## src/rtl/ex_muldiv_unit.sv

```systemverilog
// Iterative multiply/divide unit beside the EX-stage ALU; owns the architectural HI/LO registers.
// One multiplier/quotient bit per CALC cycle; the sign correction and HI/LO write happen in FIX.
module ex_muldiv_unit #(
  parameter int unsigned WIDTH = 32,
  parameter int unsigned CNT_W = $clog2(WIDTH) + 1
) (
  input  logic             CLOCK,
  input  logic             RESET_N,
  input  logic             req,
  input  logic [5:0]       Funct,
  input  logic [WIDTH-1:0] SrcA,
  input  logic [WIDTH-1:0] SrcB,
  input  logic             Flush,
  output logic             stall,
  output logic             busy,
  output logic             done,
  output logic [WIDTH-1:0] result,
  output logic [WIDTH-1:0] hi_out,
  output logic [WIDTH-1:0] lo_out
);

  localparam int unsigned W2 = 2 * WIDTH;

  localparam logic [5:0] F_MFHI  = 6'h10;
  localparam logic [5:0] F_MTHI  = 6'h11;
  localparam logic [5:0] F_MFLO  = 6'h12;
  localparam logic [5:0] F_MTLO  = 6'h13;
  localparam logic [5:0] F_MULT  = 6'h18;
  localparam logic [5:0] F_MULTU = 6'h19;
  localparam logic [5:0] F_DIV   = 6'h1A;
  localparam logic [5:0] F_DIVU  = 6'h1B;

  typedef enum logic [1:0] {
    S_IDLE = 2'd0,
    S_CALC = 2'd1,
    S_FIX  = 2'd2
  } state_e;

  state_e           state_q, state_d;
  logic [CNT_W-1:0] cnt_q, cnt_d;
  logic [WIDTH-1:0] hi_q, hi_d;
  logic [WIDTH-1:0] lo_q, lo_d;
  logic [WIDTH-1:0] a_q, a_d;       // multiplicand magnitude
  logic [WIDTH-1:0] b_q, b_d;       // divisor magnitude
  logic [W2-1:0]    acc_q, acc_d;   // mult: {partial, multiplier}; div: {remainder, dividend/quotient}
  logic             is_div_q, is_div_d;
  logic             neg_q, neg_d;   // product/quotient sign differs
  logic             neg_rem_q, neg_rem_d;
  logic             divz_q, divz_d;
  logic             done_q, done_d;
  logic             busy_q, busy_d;

  // Operand decode and magnitudes for a request presented in IDLE
  logic             signed_op;
  logic             div_op;
  logic             muldiv_op;
  logic [WIDTH-1:0] abs_a;
  logic [WIDTH-1:0] abs_b;

  always_comb begin
    signed_op = (Funct == F_MULT) || (Funct == F_DIV);
    div_op    = (Funct == F_DIV)  || (Funct == F_DIVU);
    muldiv_op = (Funct == F_MULT) || (Funct == F_MULTU) || div_op;
    abs_a     = (signed_op && SrcA[WIDTH-1]) ? (~SrcA + WIDTH'(1)) : SrcA;
    abs_b     = (signed_op && SrcB[WIDTH-1]) ? (~SrcB + WIDTH'(1)) : SrcB;
  end

  // One shift-add or restoring-divide step, plus the signed FIX results
  logic [WIDTH:0]   mul_sum;
  logic [W2:0]      div_sh;
  logic [WIDTH:0]   div_trial;
  logic [W2-1:0]    acc_step;
  logic [W2-1:0]    prod_fix;
  logic [WIDTH-1:0] quot_fix;
  logic [WIDTH-1:0] rem_fix;

  always_comb begin
    mul_sum   = {1'b0, acc_q[W2-1:WIDTH]} + (acc_q[0] ? {1'b0, a_q} : '0);
    div_sh    = {acc_q, 1'b0};
    div_trial = div_sh[W2:WIDTH] - {1'b0, b_q};
    if (is_div_q) begin
      if (!div_trial[WIDTH]) acc_step = {div_trial[WIDTH-1:0], div_sh[WIDTH-1:1], 1'b1};
      else                   acc_step = div_sh[W2-1:0];
    end else begin
      acc_step = {mul_sum, acc_q[WIDTH-1:1]};
    end
    prod_fix = neg_q ? (~acc_q + W2'(1)) : acc_q;
    if (divz_q)     quot_fix = '1;
    else if (neg_q) quot_fix = ~acc_q[WIDTH-1:0] + WIDTH'(1);
    else            quot_fix = acc_q[WIDTH-1:0];
    rem_fix = neg_rem_q ? (~acc_q[W2-1:WIDTH] + WIDTH'(1)) : acc_q[W2-1:WIDTH];
  end

  // Next-state, HI/LO write and operand latch logic
  always_comb begin
    state_d   = state_q;
    cnt_d     = cnt_q;
    hi_d      = hi_q;
    lo_d      = lo_q;
    a_d       = a_q;
    b_d       = b_q;
    acc_d     = acc_q;
    is_div_d  = is_div_q;
    neg_d     = neg_q;
    neg_rem_d = neg_rem_q;
    divz_d    = divz_q;
    done_d    = 1'b0;
    unique case (state_q)
      S_IDLE: begin
        if (req && !Flush) begin
          if (muldiv_op) begin
            a_d       = abs_a;
            b_d       = abs_b;
            acc_d     = {{WIDTH{1'b0}}, (div_op ? abs_a : abs_b)};
            is_div_d  = div_op;
            neg_d     = signed_op && (SrcA[WIDTH-1] ^ SrcB[WIDTH-1]);
            neg_rem_d = signed_op && SrcA[WIDTH-1];
            divz_d    = div_op && (SrcB == '0);
            cnt_d     = CNT_W'(WIDTH);
            state_d   = S_CALC;
          end else if (Funct == F_MTHI) begin
            hi_d = SrcA;
          end else if (Funct == F_MTLO) begin
            lo_d = SrcA;
          end
        end
      end
      S_CALC: begin
        if (Flush) begin
          state_d = S_IDLE;
          cnt_d   = '0;
        end else begin
          acc_d = acc_step;
          cnt_d = cnt_q - CNT_W'(1);
          if (cnt_q == CNT_W'(1)) state_d = S_FIX;
        end
      end
      S_FIX: begin
        state_d = S_IDLE;
        if (!Flush) begin
          if (is_div_q) begin
            hi_d = rem_fix;
            lo_d = quot_fix;
          end else begin
            hi_d = prod_fix[W2-1:WIDTH];
            lo_d = prod_fix[WIDTH-1:0];
          end
          done_d = 1'b1;
        end
      end
      default: state_d = S_IDLE;
    endcase
    busy_d = (state_d != S_IDLE);
  end

  // State and datapath registers
  always_ff @(posedge CLOCK or negedge RESET_N) begin
    if (!RESET_N) begin
      state_q   <= S_IDLE;
      cnt_q     <= '0;
      hi_q      <= '0;
      lo_q      <= '0;
      a_q       <= '0;
      b_q       <= '0;
      acc_q     <= '0;
      is_div_q  <= 1'b0;
      neg_q     <= 1'b0;
      neg_rem_q <= 1'b0;
      divz_q    <= 1'b0;
      done_q    <= 1'b0;
      busy_q    <= 1'b0;
    end else begin
      state_q   <= state_d;
      cnt_q     <= cnt_d;
      hi_q      <= hi_d;
      lo_q      <= lo_d;
      a_q       <= a_d;
      b_q       <= b_d;
      acc_q     <= acc_d;
      is_div_q  <= is_div_d;
      neg_q     <= neg_d;
      neg_rem_q <= neg_rem_d;
      divz_q    <= divz_d;
      done_q    <= done_d;
      busy_q    <= busy_d;
    end
  end

  // Hazard stall and mfhi/mflo read path
  always_comb begin
    stall = req && !Flush && (state_q != S_IDLE);
    if (req && (Funct == F_MFHI))      result = hi_q;
    else if (req && (Funct == F_MFLO)) result = lo_q;
    else                               result = '0;
  end

  assign busy   = busy_q;
  assign done   = done_q;
  assign hi_out = hi_q;
  assign lo_out = lo_q;

endmodule
```

## config.mk

```make
export PLATFORM = sky130hd
export DESIGN_NAME = ex_muldiv_unit
export DESIGN_NICKNAME = d
export VERILOG_FILES = /design/src/rtl/ex_muldiv_unit.sv
export SDC_FILE = /design/constraint.sdc
export NUM_CORES = 1
export LEC_CHECK = 0
export CORE_ASPECT_RATIO = 1.2
export CORE_MARGIN = 8
export CORE_UTILIZATION = 63
export DETAILED_ROUTE_END_ITERATION = 10
export PLACE_DENSITY = 0.86
export SLEW_MARGIN = 30
export SYNTH_ARGS = -nofsm -noshare
export SYNTH_HDL_FRONTEND = slang
export SYNTH_SLANG_ARGS = --single-unit
```

## constraint.sdc

```tcl
create_clock -name CLOCK -period 7.7 [get_ports CLOCK]
set_input_delay 2.31 -clock CLOCK [delete_from_list [all_inputs] [get_ports CLOCK]]
set_output_delay 2.31 -clock CLOCK [all_outputs]
set_load 0.005 [all_outputs]
```

=== Yosys cells after proc, flatten, opt, wreduce, memory -nomap -nowiden ===
Index checks and enable logic that the tools add are counted.

* Register bits: 206
* Input port bits: 74
* Output and inout port bits: 99
* Word-level logic and storage cells: 110

* $add $sub $neg: 8
* Equal/unequal tests: 19
* Multiplexer cells: 40
* Bitwise gates (word level): 6
* Reduce and logical (&&, ||, !) cells: 24

{| class="wikitable"
|+ Operators with widths
! cell !! number
|-
| 2-to-1 mux 32 bit || 20
|-
| 2-to-1 mux 64 bit || 6
|-
| adder 32 x 1 -> 32 bit (second input constant) || 4
|-
| inverter 32 bit || 4
|-
| one-hot mux 32 bit (2 select lines) || 2
|-
| one-hot mux 64 bit (2 select lines) || 1
|-
| adder 64 x 1 -> 64 bit (second input constant) || 1
|-
| inverter 64 bit || 1
|-
| equality test 6 x 5 -> 1 bit (second input constant) || 8
|-
| adder 32 x 32 -> 33 bit || 1
|-
| subtractor 33 x 32 -> 33 bit || 1
|-
| logical NOT 32 bit || 1
|-
| 2-to-1 mux 6 bit || 3
|-
| inequality test 2 bit (second input constant) || 8
|-
| one-hot mux 6 bit (2 select lines) || 1
|-
| logical AND 1 bit || 8
|-
| 2-to-1 mux 2 bit || 4
|-
| nonzero test 2 bit || 4
|-
| equality test 6 x 1 -> 1 bit (second input constant) || 1
|-
| AND reduction 3 bit || 2
|-
| AND reduction 6 bit || 1
|-
| subtractor 6 x 1 -> 6 bit (second input constant) || 1
|-
| AND reduction 5 bit || 1
|-
| logical OR 1 bit || 4
|-
| other kinds (8) || 9
|}

=== Longest topological paths before layout ===
Gate-level depths: netlist of the first run.

* Depth after elaboration: 8
* Mapped depth: 15
* Gate-level depth less buffers: 13

=== Worst setup path before layout of the first run ===
Ideal clock, no wire load.

* Path kind: input to output
* Start: in Funct[1]
* End: out result[10]
* Data arrival time: 3.325 ns
* Required time: 5.390 ns
* Slack: 2.065 ns
* Cell stages on the path: 4
* Path buffers: 2
* Path through: clkbuf_1 buf_1 mux2i_1 nor2_1

* Word-level cells in the longest chain between the ends: 4
* Elaborated cells on any way between the ends: 6

{| class="wikitable"
|+ Ends and longest elaborated chain
! item !! RTL line !! text
|-
| start: declaration || 10 || <nowiki>input logic [5:0] Funct,</nowiki>
|-
| equality test 6 x 5 -> 1 bit || 193 || <nowiki>else if (req && (Funct == F_MFLO)) result = lo_q;</nowiki>
|-
| logical AND 1 bit || 193 ||
|-
| 2-to-1 mux 32 bit || 193 ||
|-
| 2-to-1 mux 32 bit (*) || 192 || <nowiki>if (req && (Funct == F_MFHI)) result = hi_q;</nowiki>
|-
| end: declaration || 17 || <nowiki>output logic [WIDTH-1:0] result,</nowiki>
|}

Mark *: on every way between the ends. The rest lies on a longest branch, timed or not.

=== Worst setup path after layout of the first run ===
* Start: in Funct[4]
* End: out result[25]

Same word-level chain as after synthesis.

==> insert_results.sql, run 1 <==
INSERT INTO impl_metrics (metric_group, metric, value, unit) VALUES
('run_status', 'status', 'completed', ''),
('die', 'rows', '64', ''),
('global_route', 'grt_util_all_layers', '35.1', '%'),
('die', 'chipHeight', '193', 'um'),
('setup_path', 'timing.critical_path.fanout_max', '32', ''),
('logic_synthesis', 'synth.cell_area', '16400', 'um^2'),
('timing', 'rsz0062_at_grt', 'no', ''),
('power', 'ir_drop', '0.000264', 'V'),
('drt', 'route.vias.total', '16598', ''),
('power', 'power_density', '256', 'nW/um^2'),
('setup_path', 'cp_required', '5.39', 'ns'),
('timing', 'final_skew', '0.0123', 'ns'),
('die', 'die_outline_area', '31500', 'um^2'),
('final_layout', 'insertedDiodeCount', '0', ''),
('final_layout', 'final_net_count', '2334', ''),
('die', 'fp.dieW', '163', 'um'),
('final_layout', 'layout-area-overhead-vs-synth', '16.5', '%'),
('die', 'fp.coreArea', '25500', 'um^2'),
('clocking', 'clk_root_buffer_cell', 'sky130_fd_sc_hd__clkbuf_16', ''),
('logic_synthesis', 'synth.area.top_cells', 'sky130_fd_sc_hd__dfrtp_1 31%, sky130_fd_sc_hd__o21ai_0 7.3%, sky130_fd_sc_hd__nand2_1 5.8%', ''),
('global_route', 'number_of_antenna_violations_at_the_first_check_in_global_routing', '0', ''),
('timing', 'setup_violations', '0', ''),
('timing', 'final_max_slew_viol_count', '0', ''),
('timing', 'post-route-period-util', '87.9', '%'),
('drt', 'drt_drc_violations_left', '0', ''),
('logic_synthesis', 'ys_warn_count', '0', ''),
('setup_path', 'cpMaxStageDelayCell', 'sky130_fd_sc_hd__nor3b_1', ''),
('placement', 'gp_routability_congestion', '0.939', ''),
('clocking', 'cts_hold_buffers', '0', ''),
('worst_hold_path', 'hold_path.class', 'reg2reg', ''),
('logic_synthesis', 'postSynthRegisterBits', '206', ''),
('logic_synthesis', 'synth.cells.most_frequent', '256 x sky130_fd_sc_hd__nand2_1, 239 x sky130_fd_sc_hd__o21ai_0, 206 x sky130_fd_sc_hd__dfrtp_1', ''),
('flow_run', 'cap_viol_max_count', '0', ''),
('clocking', 'cts_tree', 'built', ''),
('drt', 'wl_per_cell', '22.4', 'um'),
('setup_path', 'worstSetupEndpointType', 'output pin', ''),
('timing', 'final_layout_setup_total_negative_slack', '0', 'ns'),
('clocking', 'post_cts.repair.setup_buffers', '0', ''),
('timing', 'final-hold-violation-count', '0', ''),
('logic_synthesis', 'synthesized_area_per_cell', '7.81', 'um^2'),
('setup_path', 'timing.critical_path.buf_inv', '3', ''),
('logic_synthesis', 'synthArstFlopShare', '100', '%'),
('clocking', 'clock_sinks', '206', ''),
('logic_synthesis', 'synth_nets', '2250', ''),
('clocking', 'cts.repair.resized', '0', ''),
('setup_path', 'critical-path-top-cell-by-count', 'sky130_fd_sc_hd__clkdlybuf4s50_1', ''),
('global_route', 'grt_max_degree', '149', ''),
('placement', 'placed_cell_count', '2491', ''),
('drt', 'detail_route.iter0.violations', '1449', ''),
('power', 'power_leakage', '8.21', 'nW'),
('logic_synthesis', 'synth-edff-count', '0', ''),
('logic_synthesis', 'ys_dominant_reg_cell', 'sky130_fd_sc_hd__dfrtp_1', ''),
('die', 'initial_core_utilization', '64.3', '%'),
('setup_path', 'reg2reg_slack', '3.72', 'ns'),
('logic_synthesis', 'synth_cells', '2104', ''),
('timing', 'timing.max_slew.rel_slack', '37.2', '%'),
('timing', 'achievable-frequency', '148', 'MHz'),
('timing', 'finalWorstPathRequiredPeriod', '6.77', 'ns'),
('die', 'boundaryPins', '173', ''),
('logic_synthesis', 'cell_taking_the_most_area_after_synthesis', 'sky130_fd_sc_hd__dfrtp_1', ''),
('logic_synthesis', 'synth_top_area_share', '31.4', '%'),
('clocking', 'cts_buffer_depth', '3', ''),
('clocking', 'cts-htree-levels', '1', ''),
('logic_synthesis', 'synthMostInstantiatedCell', 'sky130_fd_sc_hd__nand2_1', ''),
('final_layout', 'post_route_cells_drive_above_1_share', '4.72', '%'),
('clocking', 'clkSlewWorstSetupHoldPaths', '0.06', 'ns'),
('setup_path', 'cp_top_family', 'buffers and inverters', ''),
('drt', 'avgViaCountPerCell', '6.55', ''),
('global_route', 'grt.overflow.total', '0', ''),
('global_route', 'wire_length_of_the_first_global_routing_pass', '87.5', 'mm'),
('setup_path', 'timing.critical_path.slowest_cell_delay', '0.52', 'ns');
## report_power, final
part,internal (mW),switching (mW)
clock network,0.800,0.469
logic,0.863,1.16
registers,1.28,0.319
## stage by stage
step | hold WS, ns | worst slack [ns] | area [um^2] | utilization, % | power (mW)
after floorplan | 0.438 | 2.07 | 16400 | - | 2.93
after global placement | 0.453 | 1.04 | 18300 | 71.5 | 3.51
after detailed placement | 0.459 | 0.942 | 18300 | 71.5 | 3.57
after CTS | 0.477 | 0.942 | 19100 | 74.8 | 4.84
after global routing | 0.497 | 0.789 | 19100 | 75.0 | 5.16
final | 0.475 | 0.933 | 19100 | 75.0 | 4.89
## kinds of logic after synthesis
kind of cell    Yosys count  share of synthesized area [%]
simple gates            732                           21.0
xor+xnor                166                           8.85
flops                   206                           31.4
mux                      82                           5.00
buf+inv                 198                           4.62
compound gates          648                           23.6
fa+ha+maj                72                           5.57
## worst register-to-register path, delay by kind of cell, from the launching register on
kind | cells | cell delay [ns]
and+or+nand+nor | 4 | 1.77
DFF | 1 | 0.63
AOI/OAI and AO/OA | 3 | 0.85
buffers and inverters | 1 | 0.13
adders and majority gates | 1 | 0.17
xor gates and xnor gates | 1 | 0.28
## area by class of cell
cell class,instances,area (um^2)
tap,330,413
clock inverter,9,200
multi-input combinational,1700,10600
fill,1991,6390
inverter,62,233
timing repair buffer,194,1910
sequential,206,5160
clock buffer,32,662
## flip-flops by register name (all words and copies together) (netlist names)
signal and cells:
acc_q 64, a_q 32, neg_rem_q 1, b_q 32
lo_out 32, state_q 2, divz_q 1, cnt_q 6
done 1, is_div_q 1, neg_q 1, busy 1
hi_out 32
## worst paths after layout
check                                   to  cells after the start      from
worst max-delay path            result[25]                      6  Funct[4]
worst min-delay path                a_q[8]                      2    a_q[8]
worst max register to register   hi_out[8]                     10  acc_q[0]
worst min register to register      a_q[8]                      2    a_q[8]
max in group asynchronous        lo_out[3]                      2   RESET_N
min in group asynchronous          b_q[25]                      1   RESET_N
## cell usage in the layout, fill, tap and decap left out, types with 70 or more instances in the layout
| cell | instances |
|---|---|
| sky130_fd_sc_hd__nor2_1 | 199 |
| sky130_fd_sc_hd__nand2_1 | 255 |
| sky130_fd_sc_hd__xnor2_1 | 92 |
| sky130_fd_sc_hd__clkdlybuf4s50_1 | 170 |
| sky130_fd_sc_hd__xor2_1 | 74 |
| sky130_fd_sc_hd__a21oi_1 | 167 |
| sky130_fd_sc_hd__dfrtp_1 | 204 |
| sky130_fd_sc_hd__mux2i_1 | 81 |
| sky130_fd_sc_hd__o21ai_0 | 239 |
| sky130_fd_sc_hd__ha_1 | 70 |
## per-layer routing
layer / track usage (%) / vias up / share of wire, %
met1: 43.5 / 7831 / 38
met3: 7.19 / 159 / 11
li1: - / 7667 / -
met4: 15.2 / 0 / 4.4
met5: 0 / - / 0
met2: 58.5 / 941 / 47
Power figures use the tool's default switching activity.
==> run 2: changes to the inputs <==
--- a/config.mk
+++ b/config.mk
@@ -10,4 +10,5 @@
 export CORE_UTILIZATION = 63
 export DETAILED_ROUTE_END_ITERATION = 10
+export MAX_ROUTING_LAYER = met4
 export PLACE_DENSITY = 0.86
 export SLEW_MARGIN = 30
==> constraint.sdc (replaced) <==
create_clock -name CLOCK -period 7.79 [get_ports CLOCK]
set_input_delay 1.558 -clock CLOCK [delete_from_list [all_inputs] [get_ports CLOCK]]
set_output_delay 1.558 -clock CLOCK [all_outputs]
set_load 0.005 [all_outputs]
==> run 2 against run 1 <==
Net effect:
- non-clock buffer count unchanged
- register-to-register slack lost 0.07 ns
- largest power group unchanged
- critical path depth stayed put
- via count barely moved
==> insert_results.sql, run 2 (synthesized netlist as in run 1, its figures left out) <==
INSERT INTO impl_metrics (metric_group, metric, value, unit) VALUES
('setup_path', 'critical_path.cell_chain', 'clkdlybuf4s50_1 > nor3b_1 > nand4bb_1 > buf_4 > nor2_1 > clkdlybuf4s50_1', ''),
('clocking', 'cts.repair.resized', '0', ''),
('clocking', 'cts_hold_buffers', '0', ''),
('worst_hold_path', 'hold_path.class', 'reg2reg', ''),
('die', 'die_outline_area', '31500', 'um^2'),
('setup_path', 'timing.critical_path.fanout_max', '32', ''),
('flow_run', 'cap_viol_max_count', '0', ''),
('timing', 'rsz0062_at_grt', 'no', ''),
('setup_path', 'critical-path-top-cell-by-count', 'sky130_fd_sc_hd__clkdlybuf4s50_1', ''),
('setup_path', 'timing.setup.critical_path_class', 'in2out', ''),
('setup_path', 'timing.critical_path.buf_inv', '3', ''),
('global_route', 'number_of_antenna_violations_at_the_first_check_in_global_routing', '1', ''),
('die', 'boundaryPins', '173', ''),
('die', 'fp.dieW', '163', 'um'),
('drt', 'antenna_violating_nets_post_route', '0', ''),
('timing', 'setup_violations', '0', ''),
('drt', 'wl_per_cell', '22.5', 'um'),
('placement', 'gp_routability_congestion', '1.00', ''),
('setup_path', 'cp_top_family', 'buffers and inverters', ''),
('die', 'chipHeight', '193', 'um'),
('timing', 'finalWorstPathRequiredPeriod', '5.30', 'ns'),
('timing', 'post-route-period-util', '68.0', '%'),
('clocking', 'clk_root_buffer_cell', 'sky130_fd_sc_hd__clkbuf_16', ''),
('global_route', 'grt.overflow.total', '0', ''),
('timing', 'tightest_pin_transition', '0.997', 'ns'),
('die', 'rows', '64', ''),
('global_route', 'grt_util_all_layers', '36.3', '%'),
('setup_path', 'start_kind', 'input port', ''),
('timing', 'final_skew', '0.0254', 'ns'),
('final_layout', 'layout.area.seq', '5160', 'um^2'),
('final_layout', 'multi_input_logic_area', '10600', 'um^2'),
('final_layout', 'layout_common_cells', '256 x sky130_fd_sc_hd__nand2_1, 239 x sky130_fd_sc_hd__o21ai_0, 204 x sky130_fd_sc_hd__dfrtp_1, 200 x sky130_fd_sc_hd__nor2_1, 170 x sky130_fd_sc_hd__clkdlybuf4s50_1', ''),
('setup_path', 'cpMaxStageDelayCell', 'sky130_fd_sc_hd__nor3b_1', ''),
('final_layout', 'final_net_count', '2333', ''),
('drt', 'drt_wl_total', '57.1', 'mm'),
('placement', 'placed_cell_count', '2492', ''),
('final_layout', 'stdcell_count', '2535', ''),
('timing', 'postLayoutSetupSlackWorst', '2.49', 'ns'),
('clocking', 'clkSlewWorstSetupHoldPaths', '0.06', 'ns'),
('timing', 'timing.max_slew.rel_slack', '33.4', '%'),
('setup_path', 'worstSetupEndpointType', 'output pin', ''),
('placement', 'dp_worst_setup_slack', '2.48', 'ns'),
('final_layout', 'fillerInstances', '1996', ''),
('drt', 'detail_route.iter0.violations', '1684', ''),
('placement', 'dp.final_hpwl', '43.3', 'mm'),
('final_layout', 'post_route_cells_drive_above_1_share', '4.81', '%'),
('final_layout', 'largest_reg_flops', '64', ''),
('final_layout', 'layout_commonest_cell', 'sky130_fd_sc_hd__nand2_1', ''),
('placement', 'number_of_buffer_cells_added_on_primary_ports', '172', ''),
('drt', 'drt_pass1_iterations', '6', ''),
('global_route', 'grt_max_degree', '104', ''),
('global_route', 'wire_length_of_the_first_global_routing_pass', '88.1', 'mm'),
('clocking', 'post_cts.repair.setup_buffers', '0', ''),
('timing', 'final_layout_setup_total_negative_slack', '0', 'ns'),
('clocking', 'clock_sinks', '206', ''),
('setup_path', 'timing.critical_path.slowest_cell_delay', '0.55', 'ns'),
('drt', 'avgViaCountPerCell', '6.55', ''),
('clocking', 'cts_buffer_depth', '3', ''),
('timing', 'achievable-frequency', '189', 'MHz'),
('setup_path', 'worst_ep_arrival_time', '3.74', 'ns'),
('power', 'power_density', '247', 'nW/um^2'),
('setup_path', 'cp_required', '6.23', 'ns'),
('timing', 'final_max_slew_viol_count', '0', ''),
('clocking', 'cts_tree', 'built', ''),
('die', 'initial_core_utilization', '64.3', '%'),
('drt', 'route.vias.total', '16612', ''),
('power', 'ir_drop', '0.000217', 'V'),
('timing', 'final-hold-violation-count', '0', ''),
('global_route', 'grt_pass1_vias', '15832', ''),
('die', 'fp.coreArea', '25500', 'um^2'),
('run_status', 'status', 'completed', ''),
('power', 'power_leakage', '8.15', 'nW'),
('drt', 'drt_drc_violations_left', '0', ''),
('clocking', 'worstSkewPairLatency', '0.54', 'ns'),
('clocking', 'cts_inserted_buffers', '23', ''),
('final_layout', 'layout-area-overhead-vs-synth', '15.7', '%'),
('final_layout', 'largest_register', 'acc_q', ''),
('clocking', 'cts-htree-levels', '1', '');
-- run 2: changes by cell type in the layout (fill, tap and decap cells not counted), moves of 2 or more --
cell / before / now
sky130_fd_sc_hd__bufinv_16: 6 / 1
sky130_fd_sc_hd__clkinv_2: 1 / 5
sky130_fd_sc_hd__buf_12: 2 / 0
sky130_fd_sc_hd__clkbuf_16: 25 / 23
sky130_fd_sc_hd__buf_4: 21 / 23
sky130_fd_sc_hd__clkbuf_8: 2 / 6
sky130_fd_sc_hd__clkbuf_1: 6 / 2
sky130_fd_sc_hd__diode_2: 0 / 2
-- run 2: final cells by class --
cell class	count	area share [%]
diodes	2	0.0263
clock buffers	30	3.43
clock inverters	11	0.500
inverters	62	1.22
multi-input cells	1700	55.6
flip-flops and latches	206	27.1
well taps	330	2.17
repair buffers	194	9.93
-- run 2: through the flow --
| step | total power, mW | utilization (%) | hold slack, ns | instance area, um^2 |
|---|---|---|---|---|
| global placement | 3.47 | 71.4 | 0.452 | 18200 |
| global route | 4.94 | 74.4 | 0.500 | 19000 |
| floorplan | 2.90 | - | 0.438 | 16400 |
| detailed placement | 3.52 | 71.4 | 0.455 | 18200 |
| CTS | 4.63 | 74.4 | 0.478 | 19000 |
| finish | 4.69 | 74.4 | 0.479 | 19000 |
-- run 2: path summary, 6_finish.rpt --
path	start	endpoint	slack (ns)	cells after the start
setup / recovery	Funct[4]	result[20]	2.49	6
hold / removal	a_q[5]	a_q[5]	0.48	2
setup reg to reg	acc_q[32]	acc_q[43]	3.65	13
hold reg to reg	a_q[5]	a_q[5]	0.48	2
max in group asynchronous	RESET_N	lo_out[5]	5.22	2
min in group asynchronous	RESET_N	acc_q[60]	1.10	1
-- run 2: layer usage --
| layer | track usage (%) | wire length [um] | vias up | share of wire (%) |
|---|---|---|---|---|
| met4 | 15.1 | 2450 | 0 | 4.3 |
| met5 | - | 0 | - | 0 |
| met1 | 44.9 | 22300 | 7829 | 39 |
| met3 | 5.53 | 5810 | 153 | 10 |
| li1 | - | - | 7678 | - |
| met2 | 58.6 | 26600 | 952 | 46 |
-- run 2: tightest hold or removal path, stage by stage, from the launching register on --
cell,delay [ns]
sky130_fd_sc_hd__dfrtp_1,0.34
sky130_fd_sc_hd__nand2_1,0.04
sky130_fd_sc_hd__o21ai_0,0.06
-- run 2: report_power, final --
group          leakage (nW)  switching [mW]  internal, mW
combinational          5.11            1.15         0.853
sequential             2.67           0.316          1.26
clock                 0.365           0.482         0.624
total                  8.15            1.95          2.74
